$ cat config.mk
export PLATFORM = sky130hd
export DESIGN_NAME = aes_avalon_interface
export DESIGN_NICKNAME = d
export VERILOG_FILES = /design/src/rtl/aes_avalon_interface.sv
export SDC_FILE = /design/constraint.sdc
export NUM_CORES = 1
export LEC_CHECK = 0
export CAP_MARGIN = 20
export CORE_MARGIN = 4
export CORE_UTILIZATION = 53
export CTS_CLUSTER_SIZE = 28
export DETAILED_ROUTE_END_ITERATION = 10
export PLACE_DENSITY = 0.92
export SKIP_LAST_GASP = 1
export SLEW_MARGIN = 10
export SYNTH_ARGS = -nofsm -noshare
export SYNTH_HDL_FRONTEND = slang
export SYNTH_SLANG_ARGS = --single-unit
$ cat constraint.sdc
create_clock -name CLK -period 2.05 [get_ports CLK]
set_clock_uncertainty 0.15 [all_clocks]
set_input_delay 0.205 -clock CLK [delete_from_list [all_inputs] [get_ports CLK]]
set_output_delay 0.205 -clock CLK [all_outputs]
set_load 0.005 [all_outputs]
$ cat src/rtl/aes_avalon_interface.sv
// aes_avalon_interface
// Avalon-MM slave register bank in front of the AES decryption core.
// Software loads key and ciphertext over 32-bit writes, starts the core via
// R14, polls R15 for completion and reads the captured plaintext from R8-R11.
//
// Bus handshake: there are no wait states. A write happens on any rising edge
// where AVL_CS & AVL_WRITE. A read happens where AVL_CS & AVL_READ & ~AVL_WRITE.
// Read data is registered. It is valid after that edge and holds until the
// next read. When read and write are asserted together, only the write is
// performed.
module aes_avalon_interface (
  input  logic         CLK,
  input  logic         RESET_N,
  input  logic         AVL_CS,
  input  logic         AVL_READ,
  input  logic         AVL_WRITE,
  input  logic [3:0]   AVL_ADDR,
  input  logic [3:0]   AVL_BYTE_EN,
  input  logic [31:0]  AVL_WRITEDATA,
  output logic [31:0]  AVL_READDATA,
  output logic         AES_START,
  input  logic         AES_DONE,
  output logic [127:0] AES_KEY,
  output logic [127:0] AES_MSG_ENC,
  input  logic [127:0] AES_MSG_DEC,
  output logic [31:0]  EXPORT_DATA
);

  // IDLE: core not started; RUN: decrypting; FIN: result captured, core held
  typedef enum logic [1:0] {
    S_IDLE = 2'd0,
    S_RUN  = 2'd1,
    S_FIN  = 2'd2
  } state_t;

  state_t      r_state;
  state_t      w_next_state;

  // R0-R13 are plain storage; R14/R15 are single bits kept separately
  logic [31:0] r_regs [0:13];
  logic        r_start_bit;
  logic        r_done_bit;
  logic [31:0] r_readdata;

  logic        w_wr;
  logic        w_rd;
  logic        w_r14_wr;
  logic        w_key_lock;
  logic        w_capture;
  logic        w_done_set;
  logic        w_done_clr;
  logic [31:0] w_rd_mux;

  // Byte-lane merge of write data into an existing register value
  function automatic logic [31:0] f_merge(input logic [31:0] old_val,
                                          input logic [31:0] new_val,
                                          input logic [3:0]  be);
    logic [31:0] res;
    for (int b = 0; b < 4; b++) begin
      res[8*b +: 8] = be[b] ? new_val[8*b +: 8] : old_val[8*b +: 8];
    end
    return res;
  endfunction

  assign w_wr       = AVL_CS & AVL_WRITE;
  assign w_rd       = AVL_CS & AVL_READ & ~AVL_WRITE;
  // Only byte lane 0 carries the start bit
  assign w_r14_wr   = w_wr & (AVL_ADDR == 4'd14) & AVL_BYTE_EN[0];
  // Key and ciphertext must not change under the core while it decrypts
  assign w_key_lock = (r_state == S_RUN);

  // Next-state and control decode for the start/done handshake
  always_comb begin
    w_next_state = r_state;
    w_capture    = 1'b0;
    w_done_set   = 1'b0;
    w_done_clr   = 1'b0;
    case (r_state)
      S_IDLE: begin
        if (w_r14_wr && AVL_WRITEDATA[0]) begin
          w_next_state = S_RUN;
          w_done_clr   = 1'b1;
        end
      end
      S_RUN: begin
        // Abort takes priority over a coincident completion; plaintext and
        // done flag are left untouched on abort
        if (w_r14_wr && !AVL_WRITEDATA[0]) begin
          w_next_state = S_IDLE;
        end else if (AES_DONE) begin
          w_next_state = S_FIN;
          w_capture    = 1'b1;
          w_done_set   = 1'b1;
        end
      end
      S_FIN: begin
        // Software acknowledges the result by clearing the start bit
        if (w_r14_wr && !AVL_WRITEDATA[0]) begin
          w_next_state = S_IDLE;
          w_done_clr   = 1'b1;
        end
      end
      default: begin
        w_next_state = S_IDLE;
      end
    endcase
  end

  // FSM state register
  always_ff @(posedge CLK or negedge RESET_N) begin
    if (!RESET_N) begin
      r_state <= S_IDLE;
    end else begin
      r_state <= w_next_state;
    end
  end

  // Register file: bus writes to R0-R7 and R12-R13, capture into R8-R11
  always_ff @(posedge CLK or negedge RESET_N) begin
    if (!RESET_N) begin
      for (int i = 0; i < 14; i++) begin
        r_regs[i] <= 32'd0;
      end
    end else begin
      for (int i = 0; i < 14; i++) begin
        if (i >= 8 && i <= 11) begin
          if (w_capture) begin
            r_regs[i] <= AES_MSG_DEC[32*(11-i) +: 32];
          end
        end else if (w_wr && (AVL_ADDR == 4'(i)) && !(i < 8 && w_key_lock)) begin
          r_regs[i] <= f_merge(r_regs[i], AVL_WRITEDATA, AVL_BYTE_EN);
        end
      end
    end
  end

  // Start and done status bits
  always_ff @(posedge CLK or negedge RESET_N) begin
    if (!RESET_N) begin
      r_start_bit <= 1'b0;
      r_done_bit  <= 1'b0;
    end else begin
      if (w_r14_wr) begin
        r_start_bit <= AVL_WRITEDATA[0];
      end
      if (w_done_clr) begin
        r_done_bit <= 1'b0;
      end else if (w_done_set) begin
        r_done_bit <= 1'b1;
      end
    end
  end

  // Read multiplexer over the full 16-word map
  always_comb begin
    w_rd_mux = 32'd0;
    for (int i = 0; i < 14; i++) begin
      if (AVL_ADDR == 4'(i)) begin
        w_rd_mux = r_regs[i];
      end
    end
    if (AVL_ADDR == 4'd14) begin
      w_rd_mux = {31'd0, r_start_bit};
    end
    if (AVL_ADDR == 4'd15) begin
      w_rd_mux = {31'd0, r_done_bit};
    end
  end

  // Registered read data, updated only on a read strobe
  always_ff @(posedge CLK or negedge RESET_N) begin
    if (!RESET_N) begin
      r_readdata <= 32'd0;
    end else if (w_rd) begin
      r_readdata <= w_rd_mux;
    end
  end

  assign AVL_READDATA = r_readdata;
  assign AES_START    = (r_state != S_IDLE);
  assign AES_KEY      = {r_regs[0], r_regs[1], r_regs[2], r_regs[3]};
  assign AES_MSG_ENC  = {r_regs[4], r_regs[5], r_regs[6], r_regs[7]};
  assign EXPORT_DATA  = {r_regs[0][31:16], r_regs[3][15:0]};

endmodule

==> results.txt <==
----------------------------------------------------
[Timing]
  Number of failing setup endpoints in the final timing report ... 0
  Final clock period utilization by the worst path ... 0.998
  Unrepaired setup endpoints after global routing ... true
  Tightest Pin Transition ... just over 0.8 ns
  Maximum operating frequency ... between 0.4 and 0.5 GHz
  Total count of hold-check failures in the final report ... 0
  Worst max-slew margin expressed relative to the limit ... 0.459
  Final Worst Setup Slack ... 0.00451 ns
  Final Critical Period ... slightly above 2 ns
  Number of max-slew violations in the final report ... 0

[GRT]
  Largest net degree at the start of global routing ... 88
  First-pass GRT wire length ... 142000 um
  GR Util All Layers ... 0.374
  Number of antenna violations at the first check in global routing ... 11
  Overflow left after global routing ... 0
  Vias in the first global route ... 21100

[Synth]
  Prevailing post-synth register cell ... dfrtp_1
  Library cell occupying the most area in the post-synthesis netlist ... dfrtp_1
  Post-synth EDFFs ... 0
  Post-synthesis average cell area ... 12.1 um2
  Number of standard cells after synthesis ... roughly 2100
  Portion of the post-synthesis area used by sequential elements ... 0.477
  Synth async-reset ratio ... 1.00
  Portion of synthesized cell area occupied by the leading cell type ... 0.477
  Area of the mapped netlist ... around 0.025 mm2
  Synthesized Nets ... approximately 2300
  Distinct cell type count of the synthesized netlist ... 73
  Top area cells in the synthesized netlist ... dfrtp_1 (48%), mux2_2 (15%), buf_4 (9.0%)
  Synth warn ... 0
  Number of flip-flops and latches in the synthesized netlist ... 484

[Outcome]
  Outcome ... finished, final reports clean

[Floorplanning]
  Floorplan die height ... roughly 230 um
  Area of the die ... a little over 0.05 mm2
  Top-level I/O count ... 495
  Core outline area ... approximately 0.047 mm2
  Die width ... ~230 um
  Initial core utilization ... 0.540
  Number of placement rows ... between 70 and 80

[Setup path]
  Slowest stage cell on the critical path ... clkdlybuf4s50_1
  Slack of the worst reg-to-reg path ... around 0.040 ns
  Required @ worst endpoint ... approximately 1.7 ns
  Nature of the critical path startpoint ... register
  Crit-path max FO ... 4
  Arrival time at the worst endpoint ... 1.69 ns
  Cell family contributing the most delay on the critical path ... buffers and inverters
  Setup crit end kind ... output pin
  Worst path max stage delay ... 0.61 ns
  Buffer and inverter count on the worst path ... 1
  Ordered cell list for the critical path ... clkdlybuf4s50_1
  Type of the worst setup path ... reg -> out

[Cells and area]
  Area added between synthesis and finish ... 31.0%
  Summed area of non-filler cells in the final layout ... between 0.03 and 0.04 mm2
  Non-filler instance count after layout ... around 3200
  Final-stage net count ... 2702
  Final core utilization ... 0.708
  Proportion of layout cells with a drive suffix above 1 ... 0.358
  Filler cell count in the final layout ... about 3200

[Pwr]
  Pwr dens ... about 800 mW/mm2
  Pint ... slightly below 0.02 W
  Sequential power share ... 0.429
  Clock group share of total power ... 0.373
  Final Power ... approximately 0.027 W
  Switch share ... 0.272
  Worst ir drop on vdd ... ~740 uV
  Psw ... between 0.007 and 0.008 W
  Leakage Power ... approximately 15 nW
  Portion of total power attributed to combinational logic ... 0.198

[Placement]
  Count of input and output buffers ... 494
  HPWL after detailed placement ... slightly above 70000 um
  Placed Cells ... 3075
  Weighted congestion reported at the end of routability-driven placement ... 0.969
  Placement-stage worst setup slack ... -0.507 ns
  Post-Place Cell Area ... 0.0314 mm2

[Route]
  Vias ... between 20000 and 25000
  DRC marker count from the first detailed-route iteration ... roughly 2500
  Final ANT Viol Nets ... 0
  Pre-antenna DRT Iters ... 7
  Final routed wire length divided by cell count ... 30.9 um
  Via density per instance ... between 6 and 7
  Routed Wire Length ... ~98000 um
  # DRC ... 0

[CTS]
  Clock transition at the register clock pins on the worst setup and hold paths after CTS ... roughly 0.07 ns
  Clock latency at the later pin of the worst-skew pair ... ~0.62 ns
  Cell chosen for the clock root ... clkbuf_16
  TritonCTS clock tree ... done
  Number of H-tree levels ... 2
  Count of clock tree sinks ... just under 500
  Number of buffers created by CTS ... 51
  CTS max path bufs ... 3

[Run]
  Max capacitance violation total ... 0

[Hold path]
  Class of the most critical hold timing path ... in -> async

----------------------------------------------------
-- sequential cells by signal (all words and copies together), names as in the netlist --
register / count
AVL_READDATA: 32
r_regs: 192
r_start_bit: 1
r_state: 2
AES_KEY: 128
AES_MSG_ENC: 128
r_done_bit: 1
-- metal layers --
layer	wire [um]	GRT usage	part of all wire	up-vias
li1	-	-	-	8210
met1	36300	0.476	0.37	10300
met2	45500	0.596	0.46	1481
met3	9680	0.0869	0.098	398
met4	6990	0.203	0.071	12
met5	69	0	0.00070	-
-- repair_timing --
action,CTS,global route
resized for setup,1,4
buffers inserted,4,0
pin swaps,1,0
hold buffers,2,0
setup endpoints to repair,18,228
hold endpoints to repair,484,0
-- cells in the final DEF (no fill, tap or decap), types with 5 or more instances in the layout --
cell	Yosys	routed
clkinv_2	0	11
nand3_1	18	18
dfrtp_1	484	484
inv_1	7	6
mux2i_1	37	37
nand2_1	85	85
o2bb2ai_1	6	6
a221oi_1	38	37
o221ai_1	35	35
nand3b_1	6	6
mux2_2	345	345
a21oi_1	76	76
a21o_1	20	20
mux2_1	8	8
clkbuf_16	0	52
a22oi_1	29	29
o21bai_1	6	6
nor2_4	13	14
clkbuf_1	41	9
a211oi_1	21	21
buf_12	0	73
buf_4	303	233
bufinv_16	0	7
clkdlybuf4s50_1	0	486
nor2_1	45	44
o21ai_0	69	69
nand2b_1	10	9
mux2_4	109	109
nor3_1	7	7
o21ai_1	10	10
nor2_2	26	26
nor2b_1	19	16
or3_1	5	5
clkbuf_8	0	10
o22ai_1	51	51
diode_2	0	7
a31oi_1	10	10
-- stage by stage --
stage,hold WS (ns),TNS [ns]
2_1_floorplan,-0.241,0
3_3_place_gp,-0.0919,-126.52
3_5_place_dp,-0.0902,-142.20
4_1_cts,0.0234,-0.358
5_1_grt,0.0447,-0.0108
6_report,0.0409,0
-- power groups by stage --
stage | clock, W | combinational, W | sequential [W]
final | 0.00999 | 0.00530 | 0.0115
after global routing | 0.0104 | 0.00556 | 0.0116
after CTS | 0.0100 | 0.00528 | 0.0114
after detailed placement | 0 | 0.00521 | 0.0116
after global placement | 0 | 0.00510 | 0.0115
after floorplan | 0 | 0.00282 | 0.0112
-- layout make-up --
| class | instances | area (um2) | area share |
|---|---|---|---|
| timing repair buffer | 801 | 8170 | 0.246 |
| clock inverter | 23 | 313 | 0.00941 |
| tap | 607 | 759 | 0.0228 |
| sequential | 484 | 12100 | 0.364 |
| multi-input combinational | 1181 | 10400 | 0.312 |
| antenna | 7 | 17.5 | 0.000527 |
| clock buffer | 71 | 1470 | 0.0443 |
| inverter | 9 | 33.8 | 0.00102 |
-- Yosys cell counts (14+ instances only) --
cell type  number
a211oi_1       21
a21o_1         20
a21oi_1        76
a221oi_1       38
a22oi_1        29
buf_1          14
buf_2          42
buf_4         303
buf_6          17
clkbuf_1       41
dfrtp_1       484
mux2_2        345
mux2_4        109
mux2i_1        37
nand2_1        85
nand3_1        18
nor2_1         45
nor2_2         26
nor2b_1        19
o21ai_0        69
o221ai_1       35
o22ai_1        51
-- cell families after synthesis --
family | Yosys count | synth area share
AOI/OAI and AO/OA | 410 | 0.110
xor gates and xnor gates | 1 | 0.000345
DFF | 484 | 0.477
muxes | 501 | 0.238
and+or+nand+nor | 269 | 0.0601
buffers and inverters | 426 | 0.115
-- path summary, 6_finish.rpt --
kind / startpoint / end / cells past startpoint
worst max-delay path: AES_KEY[120]$_DFFE_PN0P_ / AES_KEY[120] / 1
worst min-delay path: RESET_N / r_regs[102]$_DFFE_PN0P_ / 3
worst max register to register: r_state[0]$_DFFE_PN0P_ / AES_KEY[49]$_DFFE_PN0P_ / 6
worst min register to register: r_start_bit$_DFFE_PN0P_ / r_start_bit$_DFFE_PN0P_ / 2
max in group asynchronous: RESET_N / r_regs[146]$_DFFE_PN0P_ / 3
min in group CLK: AES_MSG_DEC[39] / r_regs[103]$_DFFE_PN0P_ / 2
Note: power is estimated with default switching activity, not from simulation.
